**src/rtl/sram_arb_nport.sv**
```systemverilog
//==============================================================================
// Module   : sram_arb_nport
// Brief    : NUM_CH-way round-robin arbiter onto one single-port SRAM with
//            in-order response routing. Optional macro SRAM_ARB_WR_ACK_EN
//            makes writes return a response pulse as well.
// Revision : 1.0 - initial release
//==============================================================================
`default_nettype none

module sram_arb_nport #(
    parameter int NUM_CH         = 4,
    parameter int DATA_BUS_WIDTH = 64,
    parameter int ADDR_BUS_WIDTH = 64,
    parameter int RD_LATENCY     = 1
) (
    input  logic                             clk,
    input  logic                             rst_n,
    input  logic [NUM_CH-1:0]                req_valid,
    output logic [NUM_CH-1:0]                req_ready,
    input  logic [NUM_CH-1:0]                req_we,
    input  logic [NUM_CH*ADDR_BUS_WIDTH-1:0] req_addr,
    input  logic [NUM_CH*DATA_BUS_WIDTH-1:0] req_wdata,
    output logic [NUM_CH-1:0]                rsp_valid,
    output logic [DATA_BUS_WIDTH-1:0]        rsp_rdata,
    output logic                             mem_sram_CEN,
    output logic [ADDR_BUS_WIDTH-1:0]        mem_sram_A,
    output logic [DATA_BUS_WIDTH-1:0]        mem_sram_D,
    output logic                             mem_sram_GWEN,
    input  logic [DATA_BUS_WIDTH-1:0]        mem_sram_Q,
    output logic                             busy
);
    localparam int c_PTR_W = $clog2(NUM_CH);
    localparam int c_LAST  = RD_LATENCY - 1;

    logic [c_PTR_W-1:0]    r_rr_ptr;
    logic [c_PTR_W-1:0]    w_gnt_idx;
    logic                  w_gnt;
    logic                  w_gnt_rd;
    logic                  w_tag_in;
    logic [RD_LATENCY-1:0] r_tag_vld;
    logic [RD_LATENCY-1:0] r_tag_rd;
    logic [c_PTR_W-1:0]    r_tag_ch [RD_LATENCY];

    // Upward search from the pointer; the first hit wins.
    always_comb begin
        logic [c_PTR_W-1:0] idx;
        w_gnt     = 1'b0;
        w_gnt_idx = '0;
        idx       = '0;
        for (int k = 0; k < NUM_CH; k++) begin
            idx = c_PTR_W'((int'(r_rr_ptr) + k) % NUM_CH);
            if (!w_gnt && req_valid[idx]) begin
                w_gnt     = 1'b1;
                w_gnt_idx = idx;
            end
        end
        if (!rst_n) begin
            w_gnt = 1'b0;
        end
    end

    always_comb begin
        req_ready  = '0;
        mem_sram_A = '0;
        mem_sram_D = '0;
        w_gnt_rd   = 1'b0;
        for (int k = 0; k < NUM_CH; k++) begin
            if (w_gnt && (w_gnt_idx == c_PTR_W'(k))) begin
                req_ready[k] = 1'b1;
                mem_sram_A   = req_addr[k*ADDR_BUS_WIDTH +: ADDR_BUS_WIDTH];
                mem_sram_D   = req_wdata[k*DATA_BUS_WIDTH +: DATA_BUS_WIDTH];
                w_gnt_rd     = ~req_we[k];
            end
        end
    end

    assign mem_sram_CEN  = ~w_gnt;
    assign mem_sram_GWEN = ~w_gnt | w_gnt_rd;

`ifdef SRAM_ARB_WR_ACK_EN
    assign w_tag_in = w_gnt;
`else
    assign w_tag_in = w_gnt & w_gnt_rd;
`endif

    always_ff @(posedge clk or negedge rst_n) begin
        if (!rst_n) begin
            r_rr_ptr <= '0;
        end else if (w_gnt) begin
            r_rr_ptr <= (w_gnt_idx == c_PTR_W'(NUM_CH - 1)) ? '0 : w_gnt_idx + 1'b1;
        end
    end

    // Tag shift register tracks grant order; it mirrors the SRAM read latency.
    always_ff @(posedge clk or negedge rst_n) begin
        if (!rst_n) begin
            r_tag_vld <= '0;
            r_tag_rd  <= '0;
            for (int s = 0; s < RD_LATENCY; s++) begin
                r_tag_ch[s] <= '0;
            end
        end else begin
            r_tag_vld[0] <= w_tag_in;
            r_tag_rd[0]  <= w_gnt_rd;
            r_tag_ch[0]  <= w_gnt_idx;
            for (int s = 1; s < RD_LATENCY; s++) begin
                r_tag_vld[s] <= r_tag_vld[s-1];
                r_tag_rd[s]  <= r_tag_rd[s-1];
                r_tag_ch[s]  <= r_tag_ch[s-1];
            end
        end
    end

    always_comb begin
        rsp_valid = '0;
        rsp_rdata = '0;
        for (int k = 0; k < NUM_CH; k++) begin
            if (r_tag_vld[c_LAST] && (r_tag_ch[c_LAST] == c_PTR_W'(k))) begin
                rsp_valid[k] = 1'b1;
            end
        end
        // Write acknowledges carry zero data.
        if (r_tag_vld[c_LAST] && r_tag_rd[c_LAST]) begin
            rsp_rdata = mem_sram_Q;
        end
    end

    assign busy = |r_tag_vld;

endmodule

`default_nettype wire

```
**config.mk**
```make
export PLATFORM = sky130hd
export DESIGN_NAME = sram_arb_nport
export DESIGN_NICKNAME = d
export VERILOG_FILES = /design/src/rtl/sram_arb_nport.sv
export SDC_FILE = /design/constraint.sdc
export NUM_CORES = 1
export LEC_CHECK = 0
export ABC_AREA = 1
export CAP_MARGIN = 10
export CORE_AREA = 2 2 306 308
export CTS_BUF_LIST = sky130_fd_sc_hd__clkbuf_8
export DETAILED_ROUTE_END_ITERATION = 7
export DIE_AREA = 0 0 308 310
export HOLD_SLACK_MARGIN = 0.12
export PLACE_DENSITY_LB_ADDON = 0.05
export SYNTH_ARGS = -nofsm -noshare
export SYNTH_HDL_FRONTEND = slang
export SYNTH_SLANG_ARGS = --single-unit
```
**constraint.sdc**
```tcl
create_clock -name clk -period 3.3 [get_ports clk]
set_input_delay 0.33 -clock clk [delete_from_list [all_inputs] [get_ports clk]]
set_output_delay 0.33 -clock clk [all_outputs]
set_load 0.01 [all_outputs]
```
==> flow_summary.ini, run 1 <==
[outcome]
status = finished with violations
violations = negative setup slack

[setup_path]
cpPeakStageDelay_ns = 0.46
r2r-start = r_rr_ptr[0]$_DFFE_PN0P_
reg2reg_slack_ns = 0.40
crit_type = reg -> out
cp.required_ns = 2.97
crit_top_cell = buf_6
startpoint = r_rr_ptr[0]$_DFFE_PN0P_
worstSetupEndpoint = mem_sram_D[7]
cp.depth = 23
start_kind = register
critPathCaptureType = output port
r2r_cells = 21
worstPathArrival_ns = 3.25
crit_buf_inv = 9
crit_chain = buf_6 > nand2_2 > nand2_4 > nand2_4 > nand2_4 > nor3_4 > nor2_2 > xor2_2 > a21oi_2 > buf_4 > ha_4 > buf_6 > nor2_4 > buf_12 > buf_16 > buf_12 > buf_6 > buf_6 > nand2_2 > nand3_2 > nand2_2 > nand2_2 > buf_6
worst_r2r_endpoint = r_tag_rd$_DFF_PN0_
critical_path.top_delay_family = buffers and inverters
cp_slowest_cell = dfrtp_2
worst-path-max-fanout = 7

[synthesis]
seq_area_frac_synth = 0.0237
yosys_warnings = 0
synth_nets = 1934
syn_avg_cell_area_um2 = 4.71
syn-cell-area_mm2 = 0.00632
synth.distinct_cells = 27
netlist_instances = 1344
yosys_register_bits = 6

[global_route]
grt_pass1_wl_um = 90000
grt_max_degree = 51
overflow = 0
grt_usage = 0.130
grt_antenna_before_repair = 19
grt_pass1_vias = 11900

[placed_design]
dp.cells = 3351
io_buffers = 788
gp_congestion = 0.792
hpwl_um = 53200

[floorplan]
die_h_um = 310
rows = 112
die_area_mm2 = 0.0955
die_w_um = 308
start_util = 0.0684
num_io_pins = 789
core_region_area_mm2 = 0.0925

[cells_and_area]
drive_above_1_share = 0.357
area_growth_pct = 206
stdcell_count = 3483
final_nets = 2869

[cts]
clkSlewWorstSetupHoldPaths_ns = 0.04
cts-root-buf = clkbuf_8
cts_tree = done
cts_buffers = 3
clock-sinks = 6
clock_path_buffers = 2
clk_latency_ns = 0.22
h-tree-depth = 1

[hold_path]
hold_class = in -> async

[sta]
setup_viol_count_final = 129
worst_pin_slew_ns = 0.774
fin_crit_ns = 3.58
worst_slack_ns = -0.283
fin_skew_ns = 0.00238
drv_slew = 0
finalCritPeriodShare = 1.09
hold_viol = 0
relSlewSlack = 0.482
rsz0062_at_grt = true
tns_ns = -20.73
clock.fmax_ghz = 0.279

[run]
cap_viol_max_count = 0

[detailed_routing]
drtIter0Drc = 318
avgViaCountPerCell = 3.33
drtAntennaViolNets = 0
routed_wl_um = 68300
wl_per_cell_um = 19.6
firstDrtPassIters = 4
num_vias = 11600
drc = 0

[power_and_ir_drop]
cellPowerDensity_mw_per_mm2 = 1370
p_leak_uw = 0.00911
irDropWorstVdd_mv = 0.596
p_total_uw = 26600
[report_power, final]
| part | internal [µW] | switching [µW] |
|---|---|---|
| registers | 118 | 45.7 |
| clock network | 78.6 | 33.9 |
| logic | 13000 | 13300 |
| total | 13200 | 13400 |
[synthesized netlist by cell type (all sizes together)]
| master | instances | area [µm²] |
|---|---|---|
| dfrtp | 6 | 150 |
| a21oi | 2 | 10.0 |
| xor2 | 1 | 8.76 |
| clkbuf | 8 | 30.0 |
| inv | 159 | 599 |
| o21ai | 135 | 1050 |
| nand3 | 135 | 698 |
| nand2 | 680 | 2580 |
| ha | 4 | 50.1 |
| nand4 | 2 | 12.5 |
| nor2 | 68 | 268 |
| buf | 83 | 626 |
| or2 | 1 | 6.26 |
| clkinv | 55 | 206 |
| nor3 | 5 | 25.0 |
[layout by cell type, fill, tap and decap left out, types with 40 or more instances in the layout]
cell,instances
inv_2,66
nand2_2,137
inv_1,105
nand2_4,40
buf_4,88
buf_6,101
nor2_1,64
o21ai_2,99
nand2_1,502
nand3_1,63
buf_2,68
buf_12,43
nand3_2,68
clkdlybuf4s50_1,651
[state kept, by name, summed over array words and instances (netlist names)]
signal,flops
r_rr_ptr,2
r_tag_ch,2
busy,1
r_tag_rd,1
[cell type report]
cell class                 count  area (µm²)
tap                         1197        1500
inverter                     214         827
clock buffer                   3        41.3
sequential                     6         153
multi-input combinational   1033        5930
timing repair buffer        1021       10900
antenna                        9        22.5
fill                       10600       73100
[per-stage QoR]
stage                      util  hold WS (ns)  worst slack (ns)  cell area [µm²]
after floorplan               -        0.0344             0.305             6320
after global placement    0.177         0.823            -0.953            16400
after detailed placement  0.177         0.816            -0.940            16400
after CTS                 0.196         0.697            -0.419            18100
after global routing      0.209         0.719            -0.443            19400
final                     0.209         0.694            -0.283            19400
[worst reg2reg max path, cell delays in order (launching register included)]
cell,delay (ns)
dfrtp_2,0.46
buf_6,0.16
nand2_2,0.09
nand2_4,0.06
nand2_4,0.08
nand2_4,0.06
nor3_4,0.21
nor2_2,0.08
xor2_2,0.16
a21oi_2,0.18
buf_4,0.15
ha_4,0.14
buf_6,0.10
nor2_4,0.04
buf_12,0.14
buf_4,0.15
buf_16,0.15
buf_12,0.14
nand2_1,0.05
nand2_1,0.06
nand2_2,0.08
nand2_1,0.05
[metal layers]
metal	share of wire	routed length, µm	global-route usage	vias up
met5	0.0022	149	0	-
met4	0.0041	282	0.0130	20
met3	0.064	4390	0.0314	28
met2	0.54	37200	0.256	376
met1	0.38	26300	0.145	5268
li1	-	-	-	5920
[logic make-up (layout without fill, tap and decap cells)]
logic type / after synthesis / in the layout / share of synthesized area
simple gates: 891 / 891 / 0.568
other cells: 0 / 9 / 0
xor+xnor: 1 / 1 / 0.00139
fa+ha+maj: 4 / 4 / 0.00791
flops: 6 / 6 / 0.0237
compound gates: 137 / 137 / 0.168
buf+inv: 305 / 1238 / 0.231
[how the worst min path moves through the flow]
stage,from,to,cells past startpoint
2_1_floorplan,rst_n,busy$_DFF_PN0_,0
3_3_place_gp,r_rr_ptr[1]$_DFFE_PN0P_,r_rr_ptr[1]$_DFFE_PN0P_,3
3_5_place_dp,r_rr_ptr[1]$_DFFE_PN0P_,r_rr_ptr[1]$_DFFE_PN0P_,3
4_1_cts,rst_n,r_rr_ptr[1]$_DFFE_PN0P_,2
5_1_grt,rst_n,r_rr_ptr[1]$_DFFE_PN0P_,2
6_report,rst_n,r_rr_ptr[1]$_DFFE_PN0P_,2
[what timing repair did]
| action | in CTS | in global routing |
|---|---|---|
| gates cloned | 22 | 9 |
| gates resized for setup | 770 | 318 |
| hold buffers | 0 | 0 |
| endpoints found under the setup margin | 133 | 133 |
| setup buffers | 72 | 34 |
| pin swaps | 78 | 111 |
(Power assumes the default switching activity.)
==> run 2, diff against run 1 <==
--- a/config.mk
+++ b/config.mk
@@ -7,10 +7,10 @@
 export LEC_CHECK = 0
 export ABC_AREA = 1
 export CAP_MARGIN = 10
-export CORE_AREA = 2 2 306 308
+export CORE_AREA = 2 2 308 310
 export CTS_BUF_LIST = sky130_fd_sc_hd__clkbuf_8
 export DETAILED_ROUTE_END_ITERATION = 7
-export DIE_AREA = 0 0 308 310
+export DIE_AREA = 0 0 310 312
 export HOLD_SLACK_MARGIN = 0.12
 export PLACE_DENSITY_LB_ADDON = 0.05
 export SYNTH_ARGS = -nofsm -noshare
==> constraint.sdc (replaced) <==
create_clock -name clk -period 3.1 [get_ports clk]
set_input_delay 0.31 -clock clk [delete_from_list [all_inputs] [get_ports clk]]
set_output_delay 0.31 -clock clk [all_outputs]
set_load 0.01 [all_outputs]
==> flow_summary.ini, run 2 (synthesis results as in run 1) <==
[outcome]
status = finished with violations
violations = negative setup slack

[sta]
drv_slew = 0
worst_pin_slew_ns = 0.671
setup_viol_count_final = 129
hold_viol = 0
finalCritPeriodShare = 1.14
clock.fmax_ghz = 0.282
fin_crit_ns = 3.54
relSlewSlack = 0.551
rsz0062_at_grt = true
worst_slack_ns = -0.442
fin_skew_ns = 0.00110
hold-worst-slack_ns = 0.695

[detailed_routing]
drtAntennaViolNets = 0
num_vias = 11700
drc = 0
firstDrtPassIters = 5
routed_wl_um = 67700
wl_per_cell_um = 19.0
drtIter0Drc = 303
avgViaCountPerCell = 3.29

[setup_path]
start_kind = register
r2r-start = r_rr_ptr[0]$_DFFE_PN0P_
worstPathArrival_ns = 3.23
worst_r2r_endpoint = r_tag_rd$_DFF_PN0_
critPathCaptureType = output port
crit_type = reg -> out
cp.required_ns = 2.79
reg2reg_slack_ns = 0.14
worst-path-max-fanout = 7
r2r_cells = 24

[run]
cap_viol_max_count = 0

[cts]
clk_latency_ns = 0.22
clkSlewWorstSetupHoldPaths_ns = 0.04
clock_path_buffers = 2
hold_buffers = 0
cts_tree = done
cts-root-buf = clkbuf_8
h-tree-depth = 1
clock-sinks = 6
cts_buffers = 3

[placed_design]
io_buffers = 788
gp_congestion = 0.826
placed_cell_area_mm2 = 0.0166
dp.cells = 3407
hpwl_um = 54000

[cells_and_area]
multiInputGateArea_mm2 = 0.00642
stdcell_count = 3559
final_cell_area_mm2 = 0.0200
final_cell_mix = clkdlybuf4s50_1, nand2_1, nand2_2
top_regs = r_rr_ptr: 2 flops, r_tag_ch: 2 flops
regArea_um2 = 150
area_growth_pct = 216
final_nets = 2886
fillCellCount = 10700
final_common_cell = clkdlybuf4s50_1
drive_above_1_share = 0.400

[global_route]
overflow = 0
grt_antenna_before_repair = 21
grt_pass1_vias = 11900
grt_usage = 0.128
grt_pass1_wl_um = 89600
grt_max_degree = 40

[power_and_ir_drop]
irDropWorstVdd_mv = 0.632
p_leak_uw = 0.00964
cellPowerDensity_mw_per_mm2 = 1460

[floorplan]
die_h_um = 312
die_w_um = 310
num_io_pins = 789
die_area_mm2 = 0.0967
core_region_area_mm2 = 0.0930
rows = 112
start_util = 0.0680

[hold_path]
hold_class = in -> async
==> run 2: cell types whose count changed in the layout (fill, tap and decap cells not counted), moves of 5 or more <==
cell,delta
inv_2,-6
buf_4,+13
nand3_1,-35
buf_16,-12
nand2_4,+31
nand3_2,+31
clkdlybuf4s15_2,-9
buf_2,+7
buf_12,+15
nand2_2,+31
buf_8,-5
buf_6,+8
clkinv_1,+6
nand2_1,-62
==> run 2: layout make-up <==
| class | instances | area share |
|---|---|---|
| Inverter | 214 | 0.0417 |
| Tap cell | 1254 | 0.0784 |
| Clock buffer | 3 | 0.00206 |
| Antenna cell | 11 | 0.00138 |
| Multi-Input combinational cell | 1033 | 0.321 |
| Sequential cell | 6 | 0.00750 |
| Timing Repair Buffer | 1038 | 0.548 |
==> run 2: worst max path at each step <==
stage                                 start              to  slack (ns)  depth (start not counted)
floorplan           r_rr_ptr[0]$_DFFE_PN0P_  mem_sram_A[44]        0.12                         18
global placement               req_valid[2]  mem_sram_D[15]       -1.11                         23
detailed placement             req_valid[2]   mem_sram_GWEN       -1.03                         21
CTS                 r_rr_ptr[0]$_DFFE_PN0P_  mem_sram_A[12]       -0.54                         24
global route        r_rr_ptr[0]$_DFFE_PN0P_  mem_sram_D[30]       -0.68                         25
finish              r_rr_ptr[0]$_DFFE_PN0P_  mem_sram_A[25]       -0.44                         24
==> run 2: metrics by stage <==
step           setup TNS (ns)  power (µW)  setup WS (ns)   util
6_report               -43.47       29200         -0.442  0.215
5_1_grt                -74.59       31700         -0.680  0.215
4_1_cts                -54.04       26700         -0.544  0.198
3_3_place_gp          -132.05       22900          -1.11  0.178
3_5_place_dp          -125.47       22600          -1.03  0.178
2_1_floorplan               0       10400          0.125      -
==> run 2: repair_timing <==
action,4_1_cts,5_1_grt
setup endpoints to repair,135,135
gates resized for setup,882,360
gates cloned,14,9
setup buffers,86,55
pin swaps,114,186
==> run 2: worst max-delay path, cell delays in order, from the launching register on <==
cell,delay (ns)
dfrtp_1,0.41
buf_6,0.15
buf_6,0.11
nand2_2,0.05
nand2_2,0.06
nand2_2,0.08
nand2_2,0.07
nor3_4,0.18
buf_4,0.14
nand2_2,0.05
nand4_1,0.09
o21ai_2,0.08
buf_6,0.14
ha_4,0.16
buf_4,0.14
nor2_4,0.13
buf_12,0.13
buf_16,0.15
buf_12,0.14
buf_12,0.13
nand2_2,0.05
nand3_2,0.05
nand2_1,0.05
nand2_1,0.09
buf_2,0.14
==> run 2: power breakdown <==
part	internal [µW]	leakage, µW	switching [µW]
clock	83.2	0.0000216	31.2
sequential	123	0.0000745	38.4
combinational	14300	0.00954	14600
total	14500	0.00964	14600
==> run 2: routing by layer <==
metal  global-route usage  vias up  part of all wire
li1                     -     5944                 -
met1                0.135     5324              0.37
met4              0.00395       24            0.0049
met5                    0        -            0.0026
met2                0.262      384              0.56
met3               0.0335       34             0.069
==> edit 1: new RTL, config.mk and constraints of run 1 <==
Add a define of `SRAM_ARB_WR_ACK_EN`.
--- a/src/rtl/sram_arb_nport.sv
+++ b/src/rtl/sram_arb_nport.sv
@@ -6,6 +6,8 @@
 // Revision : 1.0 - initial release
 //==============================================================================
 `default_nettype none
+
+`define SRAM_ARB_WR_ACK_EN
 
 module sram_arb_nport #(
     parameter int NUM_CH         = 4,
Behaviour: not the same (a bounded check fails within 4 cycles, from zero or initial values and one cycle with rst_n low).
==> edit 1 against run 1 <==
- the run still ends with setup timing left
- final cell count is 0.86% higher
- combinational power hardly changed
- worst setup slack worse by 0.015 ns
- synthesized area is 7.4% lower
- wire length is 0.27% higher
- clock skew is 0.0022 ns lower
- total power hardly changed
- cell area is 1.4% lower
- sequential cell count stayed put
- critical path type unchanged
- critical endpoint is now mem_sram_A[14]
==> edit 1: results (changes against run 1) <==
yosys-top-cells-count: "nand2_1, inv_1, nand3_1"
failed_checks: "setup timing"
grt_first_pass_wirelength_um: 92200  # +2.4%
grt_pass1_vias: 12100  # +2.1%
drt-vias-per-instance: 3.34  # +0.16%
drive_above_1_share_pct: 28.6  # -7.1 points
dp_slack_ns: -0.891  # +0.0490 ns
gr-usage-met2_pct: 27.0  # +1.4 points
worstPathMaxFanout: 6  # -1
wl_met1_um: 25400  # -3.4%
gp_congestion: 0.806  # +1.7%
nNetsFinal: 2905  # +1.3%
setup_viol: 129  # unchanged
drtIter0Drc: 336  # +5.7%
grt_max_degree: 38  # -25%
slew_headroom_pct: 73.5  # +25 points
arrival_ns: 3.27  # +0.02 ns
synth_compound_area_share_pct: 11.8  # -5.1 points
setup_ws_ns: -0.298  # -0.0146 ns
route.met2.wl_um: 37600  # +1.1%
placed_cells: 3359  # +0.24%
cts_setup_buffers: 98  # +36%
p_leak_nw: 8.98  # -1.4%
endpoint: "mem_sram_A[14]"
status: "complete, but fails checks"
wl_per_cell_um: 19.5  # -0.59%
synthTopCellsByArea: "nand2_1, inv_1, nand3_1, o21ai_1, buf_2"
-- edit 1: cell types whose count changed after synthesis, moves of 3 or more --
cell | run 1 | this run
o21ai_2 | 101 | 1
o21ai_1 | 2 | 101
clkinv_1 | 55 | 0
buf_6 | 0 | 12
nand2_2 | 5 | 2
inv_2 | 48 | 7
buf_12 | 11 | 1
inv_1 | 110 | 206
-- edit 1: layout make-up --
cell class | instances | share of cell area [%]
Inverter | 214 | 4.31
Clock buffer | 3 | 0.216
Sequential cell | 6 | 0.792
Timing Repair Buffer | 1058 | 59.0
Multi-Input combinational cell | 1032 | 27.8
Antenna cell | 3 | 0.0393
Tap cell | 1197 | 7.84
-- edit 1: stage by stage --
step	TNS [ns]	cell area [um2]	utilization, %	hold WS (ns)
3_3_place_gp	-107.31	16000	17.3	0.813
5_1_grt	-51.69	19100	20.7	0.749
2_1_floorplan	0	5850	-	0.0344
3_5_place_dp	-97.77	16000	17.3	0.808
6_report	-23.42	19100	20.7	0.726
4_1_cts	-44.88	18300	19.8	0.718
==> edit 2: new RTL, config.mk and constraints of run 1 <==
Without the edit above. Reset style: synchronous (`rst_n`), changed in 2 clocked blocks.
--- a/src/rtl/sram_arb_nport.sv
+++ b/src/rtl/sram_arb_nport.sv
@@ -83,7 +83,7 @@
     assign w_tag_in = w_gnt & w_gnt_rd;
 `endif
 
-    always_ff @(posedge clk or negedge rst_n) begin
+    always_ff @(posedge clk) begin
         if (!rst_n) begin
             r_rr_ptr <= '0;
         end else if (w_gnt) begin
@@ -92,7 +92,7 @@
     end
 
     // Tag shift register tracks grant order; it mirrors the SRAM read latency.
-    always_ff @(posedge clk or negedge rst_n) begin
+    always_ff @(posedge clk) begin
         if (!rst_n) begin
             r_tag_vld <= '0;
             r_tag_rd  <= '0;
Formal check against the unedited RTL: differs if rst_n is asserted again (counterexample within 4 cycles, from zero or initial values and one cycle with rst_n low); with rst_n held inactive, the same outputs for 4 cycles.
==> edit 2 against run 1 <==
- clock skew up 0.0016 ns
- sequential cell count unchanged
- wire length down 7.2%
- core utilization down 1.4 points
- total power down 42%
- cell area down 6.6%
- synthesized area down 8.2%
- worst setup slack better by 0.33 ns
- critical endpoint is now mem_sram_A[41]
- largest power group unchanged
- highest routed layer unchanged
==> edit 2: results (changes against run 1) <==
r2r_slack_ns: 0.64  # +0.24 ns
n_antenna_cell: 1  # -8
critPathTopFamily: "buffers and inverters"
design_area_mm2: 0.0181  # -6.6%
synthFlopType: "dfxtp_1"
wl_met1_um: 23000  # -12%
place_area_mm2: 0.0159  # -2.6%
grt_first_pass_wirelength_um: 84900  # -5.7%
async_flop_share_pct: 0  # -100 points
status: "completed"
fmax_ghz: 0.307  # +10%
fin_cells: 3415  # -2.0%
r2r_cells: 18  # -14%
worstPathMaxFanout: 8  # +1
htree_levels: 1  # unchanged
clk_share_pct: 0.228  # +0.015 points
fin_skew_ns: 0.00395  # +0.00156 ns
wl_met3_um: 4300  # -1.9%
switchingPower_w: 0.00782  # -42%
buffers: 959  # -6.1%
cts_setup_buffers: 42  # -42%
post_cts_resize_count: 572  # -26%
ir_worst_vdd_mv: 0.359  # -40%
seq_area_frac_synth_pct: 2.07  # -0.31 points
grt_max_degree: 41  # -20%
synth-seq-cells: 6  # unchanged
worstHoldPathType: "reg -> reg"
grt_use_total_pct: 12.2  # -0.79 points
vias: 11200  # -3.6%
synth_nets: 1936  # +0.10%
power_density_mw_per_mm2: 852  # -38%
synth_adder_area_share_pct: 0.862  # +0.070 points
hpwl_um: 50900  # -4.3%
fillers: 10600  # +0.78%
buffer_area_share_pct: 55.2  # -1.1 points
dp_slack_ns: -0.650  # +0.290 ns
yosys.area_share.xor_xnor_pct: 0  # -0.14 points
multi_input_cells: 1036  # +0.29%
synthTopCellsByArea: "nand2_1, nand3_1, inv_1, o21ai_1, buf_2"
drive_above_1_share_pct: 28.9  # -6.8 points
route.met2.wl_um: 35700  # -4.0%
worstPathRequired_ns: 2.97  # about the same
antenna_found_initial: 8  # -11
cp_slowest_cell: "dfxtp_4"
yosys-top-cells-count: "nand2_1, inv_1, nand3_1"
wl_per_cell_um: 18.6  # -5.4%
gp_congestion: 0.809  # +2.2%
placed_cells: 3348  # -0.090%
p_leak_nw: 8.49  # -6.9%
netlist_instances: 1346  # +0.15%
synth.distinct_cells: 28  # +3.7%
drtIter0Drc: 342  # +7.5%
edit 2: cell types whose count changed in the layout (fill, tap and decap cells not counted), moves of 17 or more:
cell / change
inv_1: +52
clkinv_1: -23
buf_6: -31
nand2_1: +46
o21ai_1: +28
inv_2: -28
nand2_2: -34
nand3_2: -17
edit 2: routing by layer:
| metal | vias to the layer above | track usage [%] |
|---|---|---|
| li1 | 5789 | - |
| met3 | 18 | 3.09 |
| met5 | - | 0 |
| met2 | 349 | 24.9 |
| met1 | 5029 | 13.0 |
| met4 | 12 | 0.624 |
edit 2: final timing paths:
kind                            start                  endpoint
max          r_rr_ptr[0]$_SDFFE_PN0P_            mem_sram_A[41]
min          r_rr_ptr[1]$_SDFFE_PN0P_  r_rr_ptr[1]$_SDFFE_PN0P_
max reg2reg  r_rr_ptr[0]$_SDFFE_PN0P_       r_tag_rd$_SDFF_PN0_
min reg2reg  r_rr_ptr[1]$_SDFFE_PN0P_  r_rr_ptr[1]$_SDFFE_PN0P_
